## src/rtl/music_pkg.sv

```systemverilog
// Shared widths and scheduler state encoding for the music playback blocks.
package music_pkg;

   localparam int NOTE_W = 6;
   localparam int DUR_W  = 6;

   localparam logic [NOTE_W-1:0] NOTE_REST = 6'd0;

   typedef enum logic [1:0] {
      S_IDLE    = 2'd0,
      S_ALLOC   = 2'd1,
      S_ADVANCE = 2'd2,
      S_DONE    = 2'd3
   } sched_state_e;

endpackage

```

## src/rtl/voice_picker.sv

```systemverilog
// Combinational voice chooser: lowest-index free voice, otherwise the voice
// closest to finishing (lowest index wins ties), flagged as a steal.
module voice_picker
   import music_pkg::*;
#(
   parameter int NUM_VOICES = 4,
   parameter int VIDX_W     = 2
) (
   input  logic [NUM_VOICES-1:0][DUR_W-1:0] remaining,
   output logic [VIDX_W-1:0]                sel,
   output logic                             any_free,
   output logic                             steal
);

   logic [VIDX_W-1:0] free_idx_s;
   logic [VIDX_W-1:0] min_idx_s;
   logic [DUR_W-1:0]  min_val_s;
   logic              free_s;

   // Scan from the top down so the lowest index is the last one to claim a slot.
   always_comb begin
      free_idx_s = '0;
      min_idx_s  = '0;
      min_val_s  = '1;
      free_s     = 1'b0;
      for (int i = NUM_VOICES - 1; i >= 0; i--) begin
         free_idx_s = (remaining[i] == '0) ? VIDX_W'(i) : free_idx_s;
         free_s     = free_s | (remaining[i] == '0);
         min_idx_s  = (remaining[i] <= min_val_s) ? VIDX_W'(i) : min_idx_s;
         min_val_s  = (remaining[i] <= min_val_s) ? remaining[i] : min_val_s;
      end
      sel      = free_s ? free_idx_s : min_idx_s;
      any_free = free_s;
      steal    = ~free_s;
   end

endmodule

```

## src/rtl/voice_scheduler.sv

```systemverilog
// Schedules song_reader notes onto a bank of note_player voices, tracking
// per-voice sustain and the beat delay before the next note may issue.
module voice_scheduler
   import music_pkg::*;
#(
   parameter int NUM_VOICES = 4,
   parameter int VIDX_W     = $clog2(NUM_VOICES)
) (
   input  logic                  clk,
   input  logic                  reset,
   input  logic                  reset_player,
   input  logic                  play_enable,
   input  logic                  beat,
   input  logic                  load_new_note,
   input  logic [NOTE_W-1:0]     note_to_load,
   input  logic [DUR_W-1:0]      duration_to_load,
   input  logic [DUR_W-1:0]      advance_to_load,
   output logic                  note_done,
   output logic [NUM_VOICES-1:0] voice_load,
   output logic [NOTE_W-1:0]     voice_note,
   output logic [DUR_W-1:0]      voice_duration,
   output logic [NUM_VOICES-1:0] voice_active,
   output logic                  steal_event
);

   sched_state_e                    state_q, state_d;
   logic [DUR_W-1:0]                adv_q, adv_d;
   logic [NUM_VOICES-1:0][DUR_W-1:0] rem_q, rem_d;
   logic [VIDX_W-1:0]               sel_q, sel_d;
   logic                            alloc_q, alloc_d;
   logic [NOTE_W-1:0]               note_q, note_d;
   logic [DUR_W-1:0]                dur_q, dur_d;
   logic [NUM_VOICES-1:0]           load_q, load_d;
   logic [NUM_VOICES-1:0]           active_q, active_d;
   logic                            steal_q, steal_d;
   logic                            done_q, done_d;

   logic [VIDX_W-1:0]               pick_sel_s;
   logic                            pick_free_s;
   logic                            pick_steal_s;
   logic                            tick_s;
   logic                            alloc_wr_s;

   voice_picker #(
      .NUM_VOICES (NUM_VOICES),
      .VIDX_W     (VIDX_W)
   ) u_picker (
      .remaining (rem_q),
      .sel       (pick_sel_s),
      .any_free  (pick_free_s),
      .steal     (pick_steal_s)
   );

   assign tick_s     = beat & play_enable;
   assign alloc_wr_s = (state_q == S_ALLOC) & play_enable & alloc_q;

   // Sustain counters: the voice being allocated takes its new duration instead of a beat.
   always_comb begin
      rem_d    = rem_q;
      active_d = '0;
      for (int i = 0; i < NUM_VOICES; i++) begin
         if (alloc_wr_s && (sel_q == VIDX_W'(i))) begin
            rem_d[i] = dur_q;
         end else if (tick_s && (rem_q[i] != '0)) begin
            rem_d[i] = rem_q[i] - DUR_W'(1);
         end else begin
            rem_d[i] = rem_q[i];
         end
         active_d[i] = (rem_q[i] != '0);
      end
   end

   // Scheduler FSM; nothing moves while playback is paused.
   always_comb begin
      state_d = state_q;
      adv_d   = adv_q;
      sel_d   = sel_q;
      alloc_d = alloc_q;
      note_d  = note_q;
      dur_d   = dur_q;
      load_d  = '0;
      steal_d = 1'b0;
      done_d  = 1'b0;
      if (play_enable) begin
         case (state_q)
            S_IDLE: begin
               if (load_new_note) begin
                  state_d = S_ALLOC;
                  adv_d   = advance_to_load;
                  alloc_d = (note_to_load != NOTE_REST);
                  if (note_to_load != NOTE_REST) begin
                     sel_d   = pick_sel_s;
                     note_d  = note_to_load;
                     dur_d   = duration_to_load;
                     load_d  = {{(NUM_VOICES-1){1'b0}}, 1'b1} << pick_sel_s;
                     steal_d = pick_steal_s & ~pick_free_s;
                  end else begin
                     load_d  = '0;
                  end
               end else begin
                  state_d = S_IDLE;
               end
            end
            S_ALLOC: begin
               if (adv_q == '0) begin
                  state_d = S_DONE;
                  done_d  = 1'b1;
               end else begin
                  state_d = S_ADVANCE;
               end
            end
            S_ADVANCE: begin
               if (adv_q == '0) begin
                  state_d = S_DONE;
                  done_d  = 1'b1;
               end else if (beat) begin
                  adv_d = adv_q - DUR_W'(1);
                  if (adv_q == DUR_W'(1)) begin
                     state_d = S_DONE;
                     done_d  = 1'b1;
                  end else begin
                     state_d = S_ADVANCE;
                  end
               end else begin
                  adv_d = adv_q;
               end
            end
            S_DONE: begin
               state_d = S_IDLE;
            end
            default: begin
               state_d = S_IDLE;
            end
         endcase
      end else begin
         state_d = state_q;
      end
   end

   // State and output registers with async power-on clear and sync player clear.
   always_ff @(posedge clk or negedge reset) begin
      if (!reset) begin
         state_q  <= S_IDLE;
         adv_q    <= '0;
         rem_q    <= '0;
         sel_q    <= '0;
         alloc_q  <= 1'b0;
         note_q   <= '0;
         dur_q    <= '0;
         load_q   <= '0;
         active_q <= '0;
         steal_q  <= 1'b0;
         done_q   <= 1'b0;
      end else if (reset_player) begin
         state_q  <= S_IDLE;
         adv_q    <= '0;
         rem_q    <= '0;
         sel_q    <= '0;
         alloc_q  <= 1'b0;
         note_q   <= '0;
         dur_q    <= '0;
         load_q   <= '0;
         active_q <= '0;
         steal_q  <= 1'b0;
         done_q   <= 1'b0;
      end else begin
         state_q  <= state_d;
         adv_q    <= adv_d;
         rem_q    <= rem_d;
         sel_q    <= sel_d;
         alloc_q  <= alloc_d;
         note_q   <= note_d;
         dur_q    <= dur_d;
         load_q   <= load_d;
         active_q <= active_d;
         steal_q  <= steal_d;
         done_q   <= done_d;
      end
   end

   assign note_done      = done_q;
   assign voice_load     = load_q;
   assign voice_note     = note_q;
   assign voice_duration = dur_q;
   assign voice_active   = active_q;
   assign steal_event    = steal_q;

endmodule

```

## config.mk

```make
export PLATFORM = sky130hd
export DESIGN_NAME = voice_scheduler
export DESIGN_NICKNAME = d
export VERILOG_FILES = /design/src/rtl/music_pkg.sv /design/src/rtl/voice_picker.sv /design/src/rtl/voice_scheduler.sv
export SDC_FILE = /design/constraint.sdc
export NUM_CORES = 1
export LEC_CHECK = 0
export ABC_CLOCK_PERIOD_IN_PS = 5200
export CELL_PAD_IN_SITES_DETAIL_PLACEMENT = 1
export CELL_PAD_IN_SITES_GLOBAL_PLACEMENT = 1
export CORE_UTILIZATION = 42
export CTS_CLUSTER_DIAMETER = 30
export DETAILED_ROUTE_END_ITERATION = 6
export PLACE_DENSITY_LB_ADDON = 0.1
export SETUP_SLACK_MARGIN = 0.05
export SYNTH_ARGS = -nofsm -noshare
export SYNTH_HDL_FRONTEND = slang
export SYNTH_SLANG_ARGS = --single-unit
```

## constraint.sdc

```tcl
create_clock -name clk -period 5.2 [get_ports clk]
set_clock_uncertainty 0.1 [all_clocks]
set_input_delay 1.04 -clock clk [delete_from_list [all_inputs] [get_ports clk]]
set_output_delay 1.04 -clock clk [all_outputs]
set_load 0.05 [all_outputs]
```

==> reports/metrics.csv, run 1 <==
stage,metric,value,unit
placement,gp_congestion,0.821,
logic_synthesis,syn_inst,384,
clock_tree,cts_tree,built,
hold_path,hp-class,reg -> reg,
placement,dpl.hpwl,7.16,mm
power,sw_frac_of_total,0.438,
timing,tightest_slew,0.986,ns
detailed_routing,routed_via_density,5.64,
power,p_comb_frac,0.551,
power,p_leak,1.92,nW
clock_tree,h-tree-depth,3,
logic_synthesis,synth_seq_area_share,0.397,
final_layout,num_antenna_cells,0,
floorplan,rows,33,
timing,fmaxAchievable,213,MHz
logic_synthesis,syn_area,3590,µm²
power,irDropWorstVdd,0.231,mV
power,intPower,0.00147,W
logic_synthesis,synth-compound-area-share,0.184,
global_routing,grt_pass1_wl,16.6,mm
critical_path,cp_max_fo,11,
critical_path,end_kind,register,
timing,grt_setup_unrepaired,false,
clock_tree,post_cts_buffers,0,
detailed_routing,drc_errors,0,
global_routing,grt_usage,0.247,
clock_tree,post_cts_resized,0,
logic_synthesis,synth_area_per_cell,9.35,µm²
floorplan,ioPinCount,46,
critical_path,crit_start,rem_q[21],
critical_path,r2r-start,rem_q[21],
timing,max-slew-margin-rel,0.340,
timing,fin_crit_sh,0.903,
placement,portBuffers,45,
logic_synthesis,synth-xor-area-share,0.0439,
hold_path,worstHoldStart,voice_note[2],
critical_path,critPathRequiredTime,5.37,ns
global_routing,grt_pass1_vias,3342,
floorplan,dieArea,8920,µm²
run,cap_violations,0,
outcome,status,completed,
clock_tree,clockBufferDepth,2,
logic_synthesis,syn-num-nets,439,
logic_synthesis,synth.area.top_cells,"dfrtp_1 40%, ha_1 11%, nor2_1 5.9%, a211oi_1 4.8%, a21oi_1 4.0%",
logic_synthesis,synth_area_leader_cell,dfrtp_1,
critical_path,critPathLaunchType,register,
logic_synthesis,ys.flop_type,dfrtp_1,
logic_synthesis,synth-edff-count,0,
timing,maxSlewViolCount,0,
global_routing,antenna_found_initial,0,
detailed_routing,vias,3039,
global_routing,grt_max_degree,58,
floorplan,initial_utilization,0.435,
clock_tree,numCtsBuffers,9,
critical_path,critPathKind,reg -> reg,
critical_path,cp.arrival,4.87,ns
detailed_routing,wire_per_inst,18.5,µm
clock_tree,cts-root-buf,clkbuf_8,
clock_tree,clkTransAtPathRegs,0.08,ns
logic_synthesis,ys_seq_elements,57,
power,seqPwrFrac,0.246,
final_layout,fin_nets,484,
timing,post-route-min-period,4.69,ns
power,p_per_area,596,nW/µm²
logic_synthesis,synth-simple-area-share,0.194,
clock_tree,cts_hold_buf,0,
floorplan,die_x,94.5,µm
detailed_routing,ant_nets,0,
power,fin_total_pwr,0.00261,W
logic_synthesis,muxShareOfSynthArea,0.0341,
timing,hold_violations,0,
clock_tree,cts_sinks,57,
detailed_routing,first_iter_violations,161,
logic_synthesis,async_flop_share,1.00,
timing,setup_tns,0,ns
power,clkPwrFrac,0.203,
logic_synthesis,yosysTopAreaCellShare,0.397,
final_layout,area_delta_synth_final,22.1,%
clock_tree,worstSkewPairLatency,0.34,ns
global_routing,grt_overflow,0,
floorplan,dieHeight,94.5,µm
logic_synthesis,synth_top_family_by_area,simple AND/OR/NAND/NOR gates,
logic_synthesis,synthAdderAreaFrac,0.108,
detailed_routing,first_pass_iters,4,
floorplan,core,8260,µm²
final_layout,drive_gt1_frac,0.0922,
timing,setup_viol,0,
logic_synthesis,synthDistinctLibCells,57,
logic_synthesis,yosys_warnings,0,
detailed_routing,wl,9.96,mm
power,netSwitchingPower,0.00114,W
[path summary, 6_finish.rpt]
check | endpoint | cells after the start | slack (ns)
hold / removal | voice_note[2] | 1 | 0.41
setup reg to reg | voice_load[2] | 19 | 0.51
min in group asynchronous | rem_q[5] | 2 | 0.75
max in group asynchronous | rem_q[16] | 2 | 3.73
setup / recovery | voice_load[2] | 19 | 0.51
hold reg to reg | voice_note[2] | 1 | 0.41
[per-layer routing]
layer / vias to the layer above / routed length [µm] / GRT usage / share of wire
li1: 1468 / - / - / -
met1: 1517 / 4530 / 0.314 / 0.45
met2: 45 / 5050 / 0.431 / 0.51
met3: 9 / 276 / 0.0411 / 0.028
met4: 0 / 109 / 0.0732 / 0.011
met5: - / 0 / 0 / 0
[sequential cells by signal, indices dropped and copies added, names as in the netlist]
signal          count
voice_note          6
note_done           1
rem_q              24
state_q             2
voice_load          4
steal_event         1
voice_active        4
voice_duration      6
alloc_q             1
sel_q               2
adv_q               6
[logic make-up (layout without fill, tap and decap cells)]
family          count (synthesis)  after routing
simple gates                  137            137
compound gates                 94             94
flops                          57             57
buf+inv                        35             85
fa+ha+maj                      31             31
xor+xnor                       18             18
mux                            12             12
[per-stage QoR]
step / std cells / hold WS [ns] / setup WS (ns) / util / cell area, µm²
after floorplan: 384 / 0.370 / 0.835 / - / 3590
after global placement: 523 / 0.384 / 0.678 / 0.501 / 4130
after detailed placement: 523 / 0.388 / 0.536 / 0.501 / 4130
after CTS: 539 / 0.412 / 0.521 / 0.531 / 4380
after global routing: 539 / 0.424 / 0.188 / 0.531 / 4380
final: 539 / 0.406 / 0.505 / 0.531 / 4380
[cell usage after synthesis, drive strengths merged (6+ instances only)]
cell type,n
dfrtp,57
clkbuf,9
a22o,12
nor3,6
xor2,6
mux2i,10
nand2,28
buf,6
a211oi,24
ha,31
xnor2,12
inv,20
nand3,12
nor2,56
o21ai,10
a21oi,30
[power by group through the flow]
stage	clock [W]	combinational, W	sequential, W
after floorplan	0	0.00101	0.000678
after CTS	0.000545	0.00144	0.000642
after global routing	0.000566	0.00159	0.000654
final	0.000531	0.00144	0.000641
after global placement	0	0.00137	0.000645
after detailed placement	0	0.00142	0.000649
[layout make-up]
type | count | area (µm²)
Clock buffer | 9 | 124
Clock inverter | 7 | 125
Fill cell | 947 | 3870
Inverter | 20 | 75.1
Multi-Input combinational cell | 292 | 2030
Sequential cell | 57 | 1430
Tap cell | 105 | 131
Timing Repair Buffer | 49 | 475
[worst max-delay path, stage by stage (launching register included)]
cell	delay [ns]
dfrtp_1	0.43
inv_1	0.11
ha_1	0.30
and4_1	0.21
and3_1	0.21
a31oi_4	0.33
mux2i_1	0.31
ha_1	0.30
a21o_1	0.19
o31ai_1	0.24
buf_4	0.21
nor2_1	0.06
a21oi_1	0.13
ha_1	0.27
and4_1	0.22
and3_1	0.18
a31oi_1	0.19
a21oi_1	0.12
or3b_1	0.40
nor2_1	0.10
[cell usage in the layout (no fill, tap or decap), types with 2 or more instances in the layout]
cell / count
dfrtp_1: 57
nor2_1: 56
clkdlybuf4s50_1: 44
ha_1: 31
a21oi_1: 29
nand2_1: 26
a211oi_1: 23
inv_1: 20
xnor2_1: 12
a22o_1: 12
nand3_1: 11
mux2i_1: 10
clkbuf_8: 9
nor3_1: 6
xor2_1: 6
o21ai_1: 5
a21o_1: 4
nand2b_1: 4
nor2b_1: 4
o21ai_0: 4
buf_4: 4
nand4_1: 3
and4_1: 3
and3_1: 3
nor4_2: 3
or3_1: 3
bufinv_16: 3
inv_6: 3
or2_2: 2
nand2_2: 2
nor4_1: 2
and2_1: 2
No activity file was read; power rests on OpenSTA's default activity.
==> inputs of run 2 (changes only) <==
--- a/config.mk
+++ b/config.mk
@@ -9,7 +9,7 @@
 export CELL_PAD_IN_SITES_DETAIL_PLACEMENT = 1
 export CELL_PAD_IN_SITES_GLOBAL_PLACEMENT = 1
 export CORE_UTILIZATION = 42
-export CTS_CLUSTER_DIAMETER = 30
+export CTS_CLUSTER_DIAMETER = 120
 export DETAILED_ROUTE_END_ITERATION = 6
 export PLACE_DENSITY_LB_ADDON = 0.1
 export SETUP_SLACK_MARGIN = 0.05
==> results of run 2 <==
Same layout as run 1: the final DEF is identical, and so are final timing and power.
==> inputs of run 3 (changes only) <==
--- a/config.mk
+++ b/config.mk
@@ -11,6 +11,7 @@
 export CORE_UTILIZATION = 42
 export CTS_CLUSTER_DIAMETER = 120
 export DETAILED_ROUTE_END_ITERATION = 6
+export MAX_ROUTING_LAYER = met4
 export PLACE_DENSITY_LB_ADDON = 0.1
 export SETUP_SLACK_MARGIN = 0.05
 export SYNTH_ARGS = -nofsm -noshare
==> run 3 against run 2 <==
  * Fmax barely moved
  * Total power fell by 0.13%
  * Setup slack improved by 0.0044 ns
  * Critical path type unchanged
  * Via count rose by 0.23%
  * Die area did not move
  * Routed wire length fell by 0.22%
  * Critical endpoint unchanged
  * Global-route usage rose by 0.73 points
  * Critical path depth did not move
==> reports/metrics.csv, run 3 (same netlist as run 1, synthesis figures left out) <==
stage,metric,value,unit,change
detailed_routing,wl,9.94,mm,-0.22%
clock_tree,clockBufferDepth,2,,unchanged
critical_path,critPathLaunchType,register,,
placement,place_area,4130,µm²,unchanged
clock_tree,post_cts_buffers,0,,unchanged
critical_path,r2r_end,voice_load[2],,
final_layout,largest_register_ffs,24,,unchanged
timing,worst_slack,0.509,ns,+0.00435 ns
clock_tree,cts-root-buf,clkbuf_8,,
clock_tree,h-tree-depth,3,,unchanged
timing,setup_viol,0,,unchanged
power,irDropWorstVdd,0.231,mV,about the same
global_routing,grt_usage,0.255,,+0.00733
critical_path,cp_slowest_cell,dfrtp_1,,
timing,hold_violations,0,,unchanged
timing,maxSlewViolCount,0,,unchanged
critical_path,cp.arrival,4.86,ns,about the same
critical_path,critPathRequiredTime,5.37,ns,about the same
placement,gp_congestion,0.833,,+1.5%
critical_path,cpLargestDelayFamily,simple AND/OR/NAND/NOR gates,,
detailed_routing,first_pass_iters,4,,unchanged
detailed_routing,first_iter_violations,160,,-0.62%
hold_path,hp-class,reg -> reg,,
final_layout,multi_input_comb_area,2030,µm²,unchanged
critical_path,r2r-start,rem_q[21],,
detailed_routing,wire_per_inst,18.4,µm,-0.22%
critical_path,crit_start,rem_q[21],,
critical_path,r2r_setup_slack,0.51,ns,about the same
final_layout,fin_area,4380,µm²,unchanged
critical_path,critPathKind,reg -> reg,,
global_routing,grt_overflow,0,,unchanged
floorplan,rows,33,,unchanged
global_routing,grt_pass1_vias,3342,,unchanged
final_layout,fin_nets,484,,unchanged
final_layout,regArea,1430,µm²,unchanged
critical_path,path_cells,"inv_1, ha_1, and4_1, and3_1, a31oi_4, mux2i_1, ha_1, a21o_1, o31ai_1, buf_4, nor2_1, a21oi_1, ha_1, and4_1, and3_1, a31oi_1, a21oi_1, or3b_1, nor2_1",,
critical_path,critPathCapture,voice_load[2],,
floorplan,initial_utilization,0.435,,unchanged
detailed_routing,vias,3046,,+0.23%
final_layout,fill_cells,947,,unchanged
outcome,status,completed,,
detailed_routing,drc_errors,0,,unchanged
power,p_leak,1.92,nW,unchanged
final_layout,top_register,rem_q,,
detailed_routing,ant_nets,0,,unchanged
final_layout,mostFrequentLayoutCells,"57 x dfrtp_1, 56 x nor2_1, 44 x clkdlybuf4s50_1",,
power,p_per_area,595,nW/µm²,-0.13%
critical_path,worst-path-stages,19,,unchanged
clock_tree,cts_hold_buf,0,,unchanged
timing,max-slew-margin-rel,0.370,,+0.0296
run,cap_violations,0,,unchanged
final_layout,post-route-util,0.531,,unchanged
critical_path,slowest_delay,0.43,ns,about the same
placement,portBuffers,45,,unchanged
timing,setup_tns,0,ns,unchanged
timing,fmaxAchievable,213,MHz,about the same
final_layout,final_common_cell,dfrtp_1,,
global_routing,antenna_found_initial,0,,unchanged
critical_path,path_common_cell,ha_1,,
floorplan,core,8260,µm²,unchanged
timing,tightest_slew,0.942,ns,-0.0442 ns
clock_tree,numCtsBuffers,9,,unchanged
final_layout,area_delta_synth_final,22.1,%,unchanged
hold_path,worstHoldPathCells,1,,unchanged
clock_tree,cts_sinks,57,,unchanged
floorplan,dieArea,8920,µm²,unchanged
critical_path,cp_max_fo,11,,unchanged
critical_path,end_kind,register,,
final_layout,num_antenna_cells,0,,unchanged
global_routing,grt_max_degree,58,,unchanged
clock_tree,clkTransAtPathRegs,0.08,ns,about the same
floorplan,die_x,94.5,µm,unchanged
detailed_routing,routed_via_density,5.65,,+0.23%
timing,grt_setup_unrepaired,false,,
timing,fin_crit_sh,0.902,,about the same
timing,post-route-min-period,4.69,ns,-0.00435 ns
clock_tree,worstSkewPairLatency,0.34,ns,about the same
clock_tree,post_cts_resized,0,,unchanged
critical_path,path_buf_inv,2,,unchanged
floorplan,ioPinCount,46,,unchanged
global_routing,grt_pass1_wl,16.6,mm,unchanged
final_layout,drive_gt1_frac,0.0922,,unchanged
placement,dpl.hpwl,7.16,mm,unchanged
placement,pre_cts_ws,0.536,ns,unchanged
floorplan,dieHeight,94.5,µm,unchanged
critical_path,r2r_cells,19,,unchanged
clock_tree,cts_tree,built,,
-- run 3: cell counts in the layout (fill, tap and decap cells not counted) --
Identical to the previous run, type by type.
-- run 3: metal layers --
layer | vias up | global-route usage | wire (µm)
met3 | 6 | 0.0411 | 322
met5 | - | - | 0
met1 | 1522 | 0.314 | 4490
li1 | 1467 | - | -
met4 | 0 | 0.0732 | 88
met2 | 51 | 0.431 | 5040
-- run 3: worst min-delay path by stage --
| stage | startpoint | slack (ns) | to |
|---|---|---|---|
| 2_1_floorplan | sel_q[1] | 0.37 | sel_q[1] |
| 3_3_place_gp | voice_note[3] | 0.38 | voice_note[3] |
| 6_report | voice_note[2] | 0.41 | voice_note[2] |
| 4_1_cts | voice_note[4] | 0.41 | voice_note[4] |
| 5_1_grt | voice_note[2] | 0.42 | voice_note[2] |
| 3_5_place_dp | voice_note[2] | 0.39 | voice_note[2] |
-- run 3: cell type report --
class                   count  share of cell area
clock inverters             7              0.0285
well taps                 105              0.0300
inverters                  20              0.0171
flip-flops and latches     57               0.325
clock buffers               9              0.0283
repair buffers             49               0.108
multi-input cells         292               0.462
-- run 3: worst register-to-register path: stages (launching register included) --
cell and delay [ns]:
dfrtp_1 0.43, inv_1 0.11, ha_1 0.30, and4_1 0.21, and3_1 0.21, a31oi_4 0.33, mux2i_1 0.32, ha_1 0.30
a21o_1 0.19, o31ai_1 0.24, buf_4 0.21, nor2_1 0.06, a21oi_1 0.13, ha_1 0.27, and4_1 0.22, and3_1 0.18
a31oi_1 0.19, a21oi_1 0.12, or3b_1 0.40, nor2_1 0.10
-- run 3: power by group --
group | internal (W) | leakage (nW) | switching [W]
Sequential | 0.000528 | 0.779 | 0.000113
Clock | 0.000324 | 0.125 | 0.000206
Combinational | 0.000615 | 1.02 | 0.000821
Total | 0.00147 | 1.92 | 0.00114
-- run 3: stage by stage --
step                hold slack (ns)  cells  total power (W)
finish                        0.406    539          0.00261
global route                  0.424    539          0.00281
CTS                           0.412    539          0.00263
detailed placement            0.388    523          0.00207
global placement              0.384    523          0.00201
floorplan                     0.370    384          0.00169
